`src/rtl/qspi_fetch_ctrl_pkg.sv`:
```
// Shared types for the QSPI cartridge-ROM fetch controller.
// Frame states and per-state nibble counts.
package qspi_fetch_ctrl_pkg;

    typedef enum logic [2:0] {
        IDLE,
        CMD,
        ADDR,
        DUMMY,
        DATA,
        STREAM,
        DESEL
    } state_t;

    localparam int CNT_W = 4;

    localparam logic [7:0] READ_CMD_DEF = 8'hEB;

    localparam logic [CNT_W-1:0] CMD_NIBBLES  = CNT_W'(2);
    localparam logic [CNT_W-1:0] ADDR_NIBBLES = CNT_W'(6);
    localparam logic [CNT_W-1:0] DATA_NIBBLES = CNT_W'(2);

    function automatic logic [CNT_W-1:0] nibbles_for(
        input state_t           s,
        input logic [CNT_W-1:0] dummy
    );
        case (s)
            CMD:     return CMD_NIBBLES;
            ADDR:    return ADDR_NIBBLES;
            DUMMY:   return dummy;
            DATA:    return DATA_NIBBLES;
            default: return CNT_W'(1);
        endcase
    endfunction

endpackage

```
`src/rtl/qspi_sclk_phase.sv`:
```
// sclk phase toggle and per-state nibble down-counter.
// Each nibble is one A/B pair of system clocks.
module qspi_sclk_phase
    import qspi_fetch_ctrl_pkg::*;
(
    input  logic             clk,
    input  logic             rst_n,
    input  logic             run,
    input  logic             load,
    input  logic [CNT_W-1:0] load_count,
    output logic             phase_a,
    output logic             phase_b,
    output logic             last_nibble
);

    logic             ph;
    logic [CNT_W-1:0] cnt;

    // A load always restarts in phase A of the first nibble.
    always_ff @(posedge clk or negedge rst_n) begin
        if (!rst_n) begin
            ph  <= 1'b0;
            cnt <= '0;
        end else if (load) begin
            ph  <= 1'b0;
            cnt <= load_count - 1'b1;
        end else if (run) begin
            ph <= ~ph;
            if (ph && cnt != '0) begin
                cnt <= cnt - 1'b1;
            end
        end
    end

    assign phase_a     = run & ~ph;
    assign phase_b     = run & ph;
    assign last_nibble = (cnt == '0);

endmodule

```
`src/rtl/qspi_fetch_ctrl.sv`:
```
// QSPI flash fetch controller for the cartridge ROM port.
// Streams sequential bytes without reselecting the flash.
module qspi_fetch_ctrl
    import qspi_fetch_ctrl_pkg::*;
#(
    parameter logic [7:0] READ_CMD     = READ_CMD_DEF,
    parameter int         DUMMY_CYCLES = 4,
    parameter int         CS_HIGH_CLKS = 2
) (
    input  logic        clk,
    input  logic        rst_n,
    input  logic        req_valid,
    input  logic [23:0] req_addr,
    output logic        req_ready,
    output logic        rsp_valid,
    output logic [7:0]  rsp_data,
    output logic        stall,
    output logic        spi_select,
    output logic        spi_sclk,
    output logic [3:0]  spi_io_out,
    output logic [3:0]  spi_io_oe,
    input  logic [3:0]  spi_io_in
);

    localparam int DW =
        (CS_HIGH_CLKS > 1) ? $clog2(CS_HIGH_CLKS) : 1;

    localparam logic [DW-1:0] DESEL_LAST =
        DW'(CS_HIGH_CLKS - 1);

    localparam logic [CNT_W-1:0] DUMMY_N =
        CNT_W'(DUMMY_CYCLES);

    state_t           state;
    state_t           state_nx;
    logic             ready_en;
    logic             data_done;
    logic             accept;
    logic             seq_hit;
    logic             run;
    logic             load;
    logic [CNT_W-1:0] load_count;
    logic             phase_a;
    logic             phase_b;
    logic             last_nibble;
    logic             step_end;
    logic [DW-1:0]    desel_cnt;
    logic [23:0]      addr_q;
    logic [23:0]      next_addr;
    logic             next_valid;
    logic [31:0]      tx_sr;
    logic [7:0]       rx_sr;

    assign accept = req_valid & req_ready;

    // Address zero never qualifies, so a 24-bit wrap reselects.
    assign seq_hit = next_valid
                   && (req_addr == next_addr)
                   && (next_addr != '0);

    assign run = (state inside {CMD, ADDR, DUMMY, DATA})
               && !data_done;

    assign step_end   = phase_b & last_nibble;
    assign load       = (state_nx != state);
    assign load_count = nibbles_for(state_nx, DUMMY_N);

    qspi_sclk_phase u_phase (
        .clk         (clk),
        .rst_n       (rst_n),
        .run         (run),
        .load        (load),
        .load_count  (load_count),
        .phase_a     (phase_a),
        .phase_b     (phase_b),
        .last_nibble (last_nibble)
    );

    always_ff @(posedge clk or negedge rst_n) begin
        if (!rst_n) begin
            state <= IDLE;
        end else begin
            state <= state_nx;
        end
    end

    always_comb begin
        state_nx = state;
        unique case (state)
            IDLE: begin
                if (accept) state_nx = CMD;
            end
            CMD: begin
                if (step_end) state_nx = ADDR;
            end
            ADDR: begin
                if (step_end) state_nx = DUMMY;
            end
            DUMMY: begin
                if (step_end) state_nx = DATA;
            end
            DATA: begin
                if (data_done) state_nx = STREAM;
            end
            STREAM: begin
                if (accept) begin
                    state_nx = seq_hit ? DATA : DESEL;
                end
            end
            DESEL: begin
                if (desel_cnt == '0) state_nx = CMD;
            end
            default: state_nx = IDLE;
        endcase
    end

    always_comb begin
        spi_select = 1'b1;
        spi_io_oe  = 4'h0;
        spi_io_out = 4'h0;
        req_ready  = 1'b0;
        unique case (1'b1)
            (state == IDLE): begin
                req_ready = ready_en;
            end
            (state == CMD),
            (state == ADDR): begin
                spi_select = 1'b0;
                spi_io_oe  = 4'hF;
                spi_io_out = tx_sr[31:28];
            end
            (state == DUMMY),
            (state == DATA): begin
                spi_select = 1'b0;
            end
            (state == STREAM): begin
                spi_select = 1'b0;
                req_ready  = ready_en;
            end
            default: begin
            end
        endcase
    end

    assign spi_sclk = phase_b;

    assign stall = phase_a
                 | phase_b
                 | data_done
                 | (state == DESEL)
                 | rsp_valid;

    always_ff @(posedge clk or negedge rst_n) begin
        if (!rst_n) begin
            ready_en   <= 1'b0;
            data_done  <= 1'b0;
            rsp_valid  <= 1'b0;
            rsp_data   <= 8'h00;
            addr_q     <= '0;
            next_addr  <= '0;
            next_valid <= 1'b0;
            tx_sr      <= '0;
            rx_sr      <= '0;
            desel_cnt  <= '0;
        end else begin
            ready_en  <= 1'b1;
            rsp_valid <= 1'b0;

            if (accept) begin
                addr_q <= req_addr;
            end

            // From IDLE the address has not reached addr_q yet.
            if (load && state_nx == CMD) begin
                tx_sr <= {READ_CMD,
                          (state == IDLE) ? req_addr : addr_q};
            end else if (phase_b
                         && (state == CMD || state == ADDR)) begin
                tx_sr <= {tx_sr[27:0], 4'h0};
            end

            if (phase_b && state == DATA) begin
                rx_sr <= {rx_sr[3:0], spi_io_in};
            end

            data_done <= (state == DATA) && step_end;

            if (state == DATA && data_done) begin
                rsp_valid  <= 1'b1;
                rsp_data   <= rx_sr;
                next_addr  <= addr_q + 24'd1;
                next_valid <= 1'b1;
            end

            if (state_nx == DESEL && state != DESEL) begin
                desel_cnt <= DESEL_LAST;
            end else if (state == DESEL && desel_cnt != '0) begin
                desel_cnt <= desel_cnt - 1'b1;
            end
        end
    end

endmodule

```
`config.mk`:
```
export PLATFORM = sky130hd
export DESIGN_NAME = qspi_fetch_ctrl
export DESIGN_NICKNAME = d
export VERILOG_FILES = /design/src/rtl/qspi_fetch_ctrl_pkg.sv /design/src/rtl/qspi_sclk_phase.sv /design/src/rtl/qspi_fetch_ctrl.sv
export SDC_FILE = /design/constraint.sdc
export NUM_CORES = 1
export LEC_CHECK = 0
export CAP_MARGIN = 40
export CORE_MARGIN = 4
export CORE_UTILIZATION = 37
export CTS_CLUSTER_DIAMETER = 80
export DETAILED_ROUTE_END_ITERATION = 12
export DONT_BUFFER_PORTS = 1
export GPL_TIMING_DRIVEN = 0
export PLACE_DENSITY = 0.49
export SKIP_CTS_REPAIR_TIMING = 1
export SLEW_MARGIN = 0
export SYNTH_ARGS = -nofsm -noshare
export SYNTH_HDL_FRONTEND = slang
export SYNTH_SLANG_ARGS = --single-unit
```
`constraint.sdc`:
```
create_clock -name clk -period 2.4 [get_ports clk]
set_input_delay 0.36 -clock clk [delete_from_list [all_inputs] [get_ports clk]]
set_output_delay 0.36 -clock clk [all_outputs]
set_load 0.1 [all_outputs]
```
==> Word level (Yosys, flattened, before mapping) <==
Cells that the tools add are included.
{ "totals": {"register_bits": 109, "latchBits": 0, "ramBits": 0, "romBits": 0, "in_bits": 31, "mem_count": 0} }
{ "op_classes": {"addsub": 4, "multipliers": 0, "div_mod_pow": 0, "magnitude_cmp": 0, "eq_ne": 14, "shift": 0, "n_mux": 25, "bitwise": 9, "n_reduce_logical": 27} }
{ "ops": {"columns": ["cell", "n"], "rows": [
  ["32-bit two-way mux", 2],
  ["24-bit by 1-bit adder with 24-bit output, second input constant", 1],
  ["24-bit == test", 1],
  ["24-bit two-way mux", 1],
  ["24-bit nonzero test", 1],
  ["3-bit two-way mux", 7],
  ["3-bit one-hot mux with 7 select lines", 1],
  ["4-bit two-way mux", 5],
  ["3-bit == test, second input constant", 5],
  ["3-bit by 2-bit == test with 1-bit output, second input constant", 4],
  ["1-bit logical AND", 11],
  ["3-bit one-hot mux with 3 select lines", 1],
  ["2-bit nonzero test", 4],
  ["4-bit nonzero test", 2],
  ["1-bit two-way mux", 7],
  ["3-bit by 1-bit == test with 1-bit output, second input constant", 2],
  ["2-bit OR reduction", 3],
  ["5-bit OR reduction", 1],
  ["1-bit bitwise AND", 4],
  ["4-bit zero test", 1],
  ["1-bit bitwise OR", 4],
  ["3-bit by 1-bit subtractor with 4-bit output, second input constant", 1],
  ["4-bit by 1-bit subtractor with 4-bit output, second input constant", 1],
  ["3-bit zero test", 1],
  ["other kinds (8)", 8]
]} }

==> Longest topological paths before layout <==
Gate-level depths: netlist of the first run.
{ "depth": {"depth_word": 12, "mapped_depth": 11, "ltp_nobuf": 10} }

==> Modules after synthesis <==
A second synthesis of the first run with hierarchy kept.
{ "unflattened": {"cells_unflattened": 550, "hier_area_um2": 5636.7} }
{ "modules_own_cells": {"columns": ["mod", "n_inst", "cells_per_inst", "area_per_inst_um2", "seq_area_each_um2"], "rows": [
  ["qspi_fetch_ctrl", 1, 517, 5320.1, 2602.5],
  ["qspi_sclk_phase", 1, 33, 316.6, 125.1]
]} }

==> Worst setup path before layout of the first run <==
No wires, ideal clock.
{ "synth_timing": {"path_kind": "reg2out", "from": "register state[0]", "to": "output spi_io_out[0]", "arrival_time_ns": 3.195, "required_time_ns": 2.040, "slack_ns": -1.155, "stages_incl_launch_ff": 6, "cell_sequence": "dfrtp_1 -> buf_2 -> buf_2 -> xnor2_1 -> nor2_1 -> and2_1"} }
{ "synth_via": {"elab_chain_cells": 3, "elab_cells_between_ends": 4, "cone_classes": "eq/ne: 2; mux: 1; reduce/logical: 1"} }
{ "synth_lines": {"columns": ["element", "line_no", "source"], "rows": [
  ["from (decl)", "qspi_fetch_ctrl.sv:34", "state_t state;"],
  ["from (signal assigned)", "qspi_fetch_ctrl.sv:83", "state <= state_nx;"],
  ["3-bit by 1-bit == test with 1-bit output or 3-bit by 2-bit == test with 1-bit output (tied branches)", "qspi_fetch_ctrl.sv:126, qspi_fetch_ctrl.sv:127", null],
  ["2-bit OR reduction *", null, null],
  ["4-bit two-way mux *", "qspi_fetch_ctrl.sv:122", "unique case (1'b1)"],
  ["to (decl)", "qspi_fetch_ctrl.sv:20", "output logic [3:0] spi_io_out,"]
]} }
Every way passes the cells marked *; elsewhere a longest branch is shown, timed or not.

==> Worst setup path in the final report of the first run <==
Ends and elaborated chain as after synthesis.

==> metrics.cfg, run 1 <==
[placed_design]
hpwlAfterDp_um=10500
placedCellCount=720
placed_area_mm2=0.00606
dp_slack_ps=-601
gp_congestion=0.847
portBuffers=0

[yosys]
ys_seq_area_frac=0.493
synth_top_family_by_area=simple AND/OR/NAND/NOR gates
ys_ff_latch=109
post_synth_and_or_nand_nor_area_fraction=0.164
synth_mux_area_frac=0.0960
async_flop_share=1.00
synth_flop_cell=dfrtp_1
avgSynthCellArea_um2=10.5
synth_adder_area_share=0.00452
syn_area_mm2=0.00554
synth_top_area_frac=0.493
netlist_instances=527
syn-num-nets=560
yosys_warnings=0
post_synth_num_cell_types=57
ys_top_cells_by_area=dfrtp_1 (49%), nand2_1 (6.6%), mux2_2 (6.5%)
synth_top_area_cell=dfrtp_1
synth_edf_count=0
synth_compound_area_frac=0.126
synth-xor-area-share=0.0838

[route]
drt_pass1_iterations=4
drc=0
wirelength_um=14800
num_vias=4108
drtIter0Drc=252
wl_per_cell_um=19.6
ant_nets=0
viasPerCell=5.46

[global_route]
gr-total-overflow=0
gr-usage-met2=0.271
grt_pass1_vias=3991
use_met1=0.258
grt_max_degree=110
antenna_found_initial=0
grt_pass1_wl_um=23000
top_usage_layer=met2
met3_usage=0.0385
grt_util_all_layers=0.179

[timing]
period_needed_ps=2610
hold_ws_ps=-312
rsz0062_at_grt=true
worst_pin_slew_ps=898
final_max_slew_viol_count=0
period_share=1.09
fmax_mhz=384
hold_viol_final=109
clock-skew-final_ps=9.77
slew_headroom=0.401
finalWorstSetupSlack_ps=-206
setup_viol=7

[finish]
mostFrequentLayoutCell=dfrtp_1
syn_to_final_growth_pct=21.8
drive_gt1_frac=0.257
final_area_mm2=0.00675
final_cell_mix=dfrtp_1 (107), nand2_1 (97), mux2_2 (31)
fin_nets=597
n_fill_cell=1346
stdcell_count=753
num_antenna_cells=0
final_util=0.462

[clocking]
htree_num_levels=3
root_buffer=clkbuf_16
clk_pin_slew_ps=70
insertion_delay_ps=360
numCtsBuffers=9
cts_tree=done
clockBufferDepth=2
cts.sinks=109

[power]
p_leak_nw=2.86
p_total_mw=10.8
power_density_mw_per_mm2=1610
vdd_ir_drop_max_uv=867

[worst_setup_path]
cp.arrival_ps=2250
crit_type=flop to output port
crit_fanout=8
startpoint=state[0]
r2r-end=u_phase.cnt[1]
required_ps=2040
critPathLaunchType=flop
reg2regPathDepth=10
r2r_slack_ps=-160
r2r-start=u_phase.cnt[0]
endpoint_kind=output port

[die]
die_area_mm2=0.0170
die_h_um=130
std_cell_rows=44
io_pins=52
core_area_mm2=0.0146
start_util=0.380
die_w_um=130

[status]
outcome=complete, but fails checks
violations=hold timing, setup timing

[flow_run]
maxCapViolations=0

[hold_path]
hold_class=input pin to async pin

-- worst max-delay path, stage by stage (launching register included) --
cell and delay [ps]:
dfrtp_2 470, buf_8 160, xnor2_4 150, nor2_4 610, and2_4 470
-- state kept, by name, summed over array words and instances, names as in the netlist --
signal       flops
addr_q          24
data_done        1
desel_cnt        1
next_addr       24
next_valid       1
ready_en         1
rsp_data         8
rsp_valid        1
rx_sr            8
state            3
tx_sr           32
u_phase.cnt      4
u_phase.ph       1
-- how the worst max path moves through the flow --
| stage | slack (ps) | cells after the start | endpoint |
|---|---|---|---|
| 5_1_grt | -320 | 11 | u_phase.cnt[2] |
| 3_5_place_dp | -600 | 10 | u_phase.cnt[2] |
| 3_3_place_gp | -610 | 10 | u_phase.cnt[2] |
| 4_1_cts | -590 | 10 | u_phase.cnt[2] |
| 2_1_floorplan | 2 | 10 | u_phase.cnt[2] |
| 6_report | -210 | 4 | spi_io_out[0] |
-- power by group --
group,switching (mW),leakage [nW],internal [mW]
registers,1.07,1.37,2.65
logic,3.26,1.34,2.31
clock network,0.691,0.156,0.869
total,5.01,2.86,5.82
-- Yosys cell counts, drive strengths merged (3+ instances only) --
| master | number |
|---|---|
| nand2 | 98 |
| mux2i | 7 |
| a31oi | 3 |
| a221o | 20 |
| clkbuf | 6 |
| xnor2 | 33 |
| a21oi | 24 |
| nand4 | 11 |
| nor2 | 13 |
| o2bb2ai | 5 |
| nand3 | 13 |
| and3 | 8 |
| buf | 22 |
| mux2 | 41 |
| dfrtp | 109 |
| inv | 8 |
| nand2b | 3 |
| o21ai | 29 |
| nor4 | 8 |
| xor2 | 20 |
| and2 | 7 |
| a211oi | 3 |
| nor3 | 7 |
-- per-layer routing --
layer / wire, µm / part of all wire
met5: 0 / 0
met4: 229 / 0.015
met2: 6870 / 0.47
met3: 567 / 0.038
met1: 7110 / 0.48
-- layout make-up --
cell class | instances | area, µm² | area share
Clock buffer | 11 | 253 | 0.0375
Timing Repair Buffer | 26 | 375 | 0.0556
Tap cell | 184 | 230 | 0.0341
Clock inverter | 5 | 57.6 | 0.00853
Buffer | 27 | 194 | 0.0288
Multi-Input combinational cell | 383 | 2880 | 0.426
Inverter | 8 | 30.0 | 0.00445
Sequential cell | 109 | 2730 | 0.405
-- cells by family (layout without fill, tap and decap cells) --
family                   count (synthesis)  after routing
buffers and inverters                   36             77
AND/OR/NAND/NOR                        179            180
flip-flops                             109            109
AO/OA/AOI/OAI                           99             99
multiplexers                            48             48
XOR/XNOR                                53             53
adder cells (fa/ha/maj)                  2              2
other                                    1              1
-- through the flow --
| stage | TNS, ps | hold slack [ps] |
|---|---|---|
| 6_report | -1150 | -312 |
| 5_1_grt | -1930 | -335 |
| 4_1_cts | -4120 | -320 |
| 3_5_place_dp | -1260 | 69.3 |
| 3_3_place_gp | -4980 | 69.8 |
| 2_1_floorplan | 0 | 64.4 |
Note: power is estimated with default switching activity, not from simulation.
==> inputs of run 2 (changes only) <==
CAP_MARGIN = 0   (was 40)
==> metrics.cfg, run 2 (synthesis gave the netlist of run 1 again) <==
[die]
die_h_um=130  ; unchanged
start_util=0.380  ; unchanged
core_area_mm2=0.0146  ; unchanged
die_area_mm2=0.0170  ; unchanged
io_pins=52  ; unchanged
std_cell_rows=44  ; unchanged
die_w_um=130  ; unchanged

[global_route]
grt_util_all_layers=0.179  ; about the same
antenna_found_initial=0  ; unchanged
grt_max_degree=110  ; unchanged
grt_pass1_wl_um=23100  ; +0.63%
gr-total-overflow=0  ; unchanged
grt_pass1_vias=4019  ; +0.70%

[clocking]
clk_pin_slew_ps=70  ; about the same
root_buffer=clkbuf_16
cts_tree=done
clockBufferDepth=2  ; unchanged
cts.sinks=109  ; unchanged
insertion_delay_ps=350  ; about the same
htree_num_levels=3  ; unchanged
numCtsBuffers=9  ; unchanged

[route]
wirelength_um=14700  ; -0.76%
drc=0  ; unchanged
viasPerCell=5.48  ; +0.46%
drt_pass1_iterations=4  ; unchanged
num_vias=4105  ; -0.073%
ant_nets=0  ; unchanged
wl_per_cell_um=19.6  ; -0.23%
drtIter0Drc=283  ; +12%

[worst_setup_path]
critPathLaunchType=flop
max_stage_delay_ps=610  ; about the same
endpoint_kind=output port
crit_type=flop to output port
path_cells=buf_8 > buf_12 > xnor2_4 > nor2_4 > and2_4
required_ps=2040  ; about the same
crit_fanout=6  ; -2
slowest_stage=nor2_4
cp.arrival_ps=2300  ; +50 ps

[finish]
num_antenna_cells=0  ; unchanged
final_util=0.451  ; -0.0117
largest_reg_flops=32  ; unchanged
mostFrequentLayoutCell=dfrtp_1
regMostFlops=tx_sr
stdcell_count=749  ; -0.53%
reg.largest.list=tx_sr x32, addr_q x24, next_addr x24
syn_to_final_growth_pct=18.7
final_cell_mix=dfrtp_1 (105), nand2_1 (93), mux2_2 (31)
fin_nets=593  ; -0.67%
final_area_mm2=0.00658  ; -2.5%
drive_gt1_frac=0.264  ; +0.00713

[timing]
worst_pin_slew_ps=1210  ; +312 ps
period_share=1.11  ; +0.0221
period_needed_ps=2660  ; +53.0 ps
hold_viol_final=109  ; unchanged
rsz0062_at_grt=true
final_max_slew_viol_count=0  ; unchanged
setup_viol=10  ; +3
tns_ps=-1820  ; -671 ps
fmax_mhz=376  ; -2.0%
hold_ws_ps=-304  ; +7.98 ps
slew_headroom=0.191  ; -0.211
finalWorstSetupSlack_ps=-259  ; -53.0 ps
clock-skew-final_ps=6.68  ; -3.09 ps

[placed_design]
hpwlAfterDp_um=10500  ; -0.41%
portBuffers=0  ; unchanged
dp_slack_ps=-624  ; -23.0 ps
placedCellCount=711  ; -1.3%
placed_area_mm2=0.00585  ; -3.6%
gp_congestion=0.847  ; unchanged

[hold_path]
hold_class=input pin to async pin

[flow_run]
maxCapViolations=0  ; unchanged

[power]
power_density_mw_per_mm2=1580  ; -1.8%
p_total_mw=10.4  ; -4.2%
p_leak_nw=2.75  ; -4.0%
vdd_ir_drop_max_uv=955  ; +10%

[status]
outcome=complete, but fails checks
violations=hold timing, setup timing

[run 2: area by class of cell]
type | instances | area, µm²
clock inverters | 4 | 23.8
multi-input cells | 383 | 2930
well taps | 184 | 230
flip-flops and latches | 109 | 2730
plain buffers | 27 | 194
repair buffers | 22 | 185
clock buffers | 12 | 246
inverters | 8 | 30.0
fillers | 1367 | 8010
[run 2: critical path, delay by kind of cell, from the launching register on]
kind | cells | cell delay [ps]
buf+inv | 2 | 270
xor+xnor | 1 | 130
simple gates | 2 | 1080
flops | 1 | 450
[run 2: path summary, 6_finish.rpt]
check | start | to | slack (ps) | depth (start not counted)
max | state[1] | spi_io_out[0] | -260 | 5
min | rst_n | u_phase.cnt[3] | -300 | 0
max reg2reg | state[2] | u_phase.cnt[0] | -220 | 7
min reg2reg | rx_sr[5] | rsp_data[5] | 490 | 1
max in group asynchronous | rst_n | addr_q[9] | 2530 | 0
min in group clk | req_addr[3] | addr_q[3] | 130 | 2
[run 2: power by group]
part           internal [mW]  total [mW]  switching, mW
Sequential              2.64        4.01           1.36
Combinational           2.05        4.98           2.93
Clock                  0.730        1.39          0.658
Total                   5.42        10.4           4.96
[run 2: routing by layer]
| layer | global-route usage | routed length, µm |
|---|---|---|
| met1 | 0.257 | 6790 |
| met2 | 0.274 | 6930 |
| met3 | 0.0458 | 807 |
| met4 | 0.0417 | 134 |
| met5 | 0 | 0 |
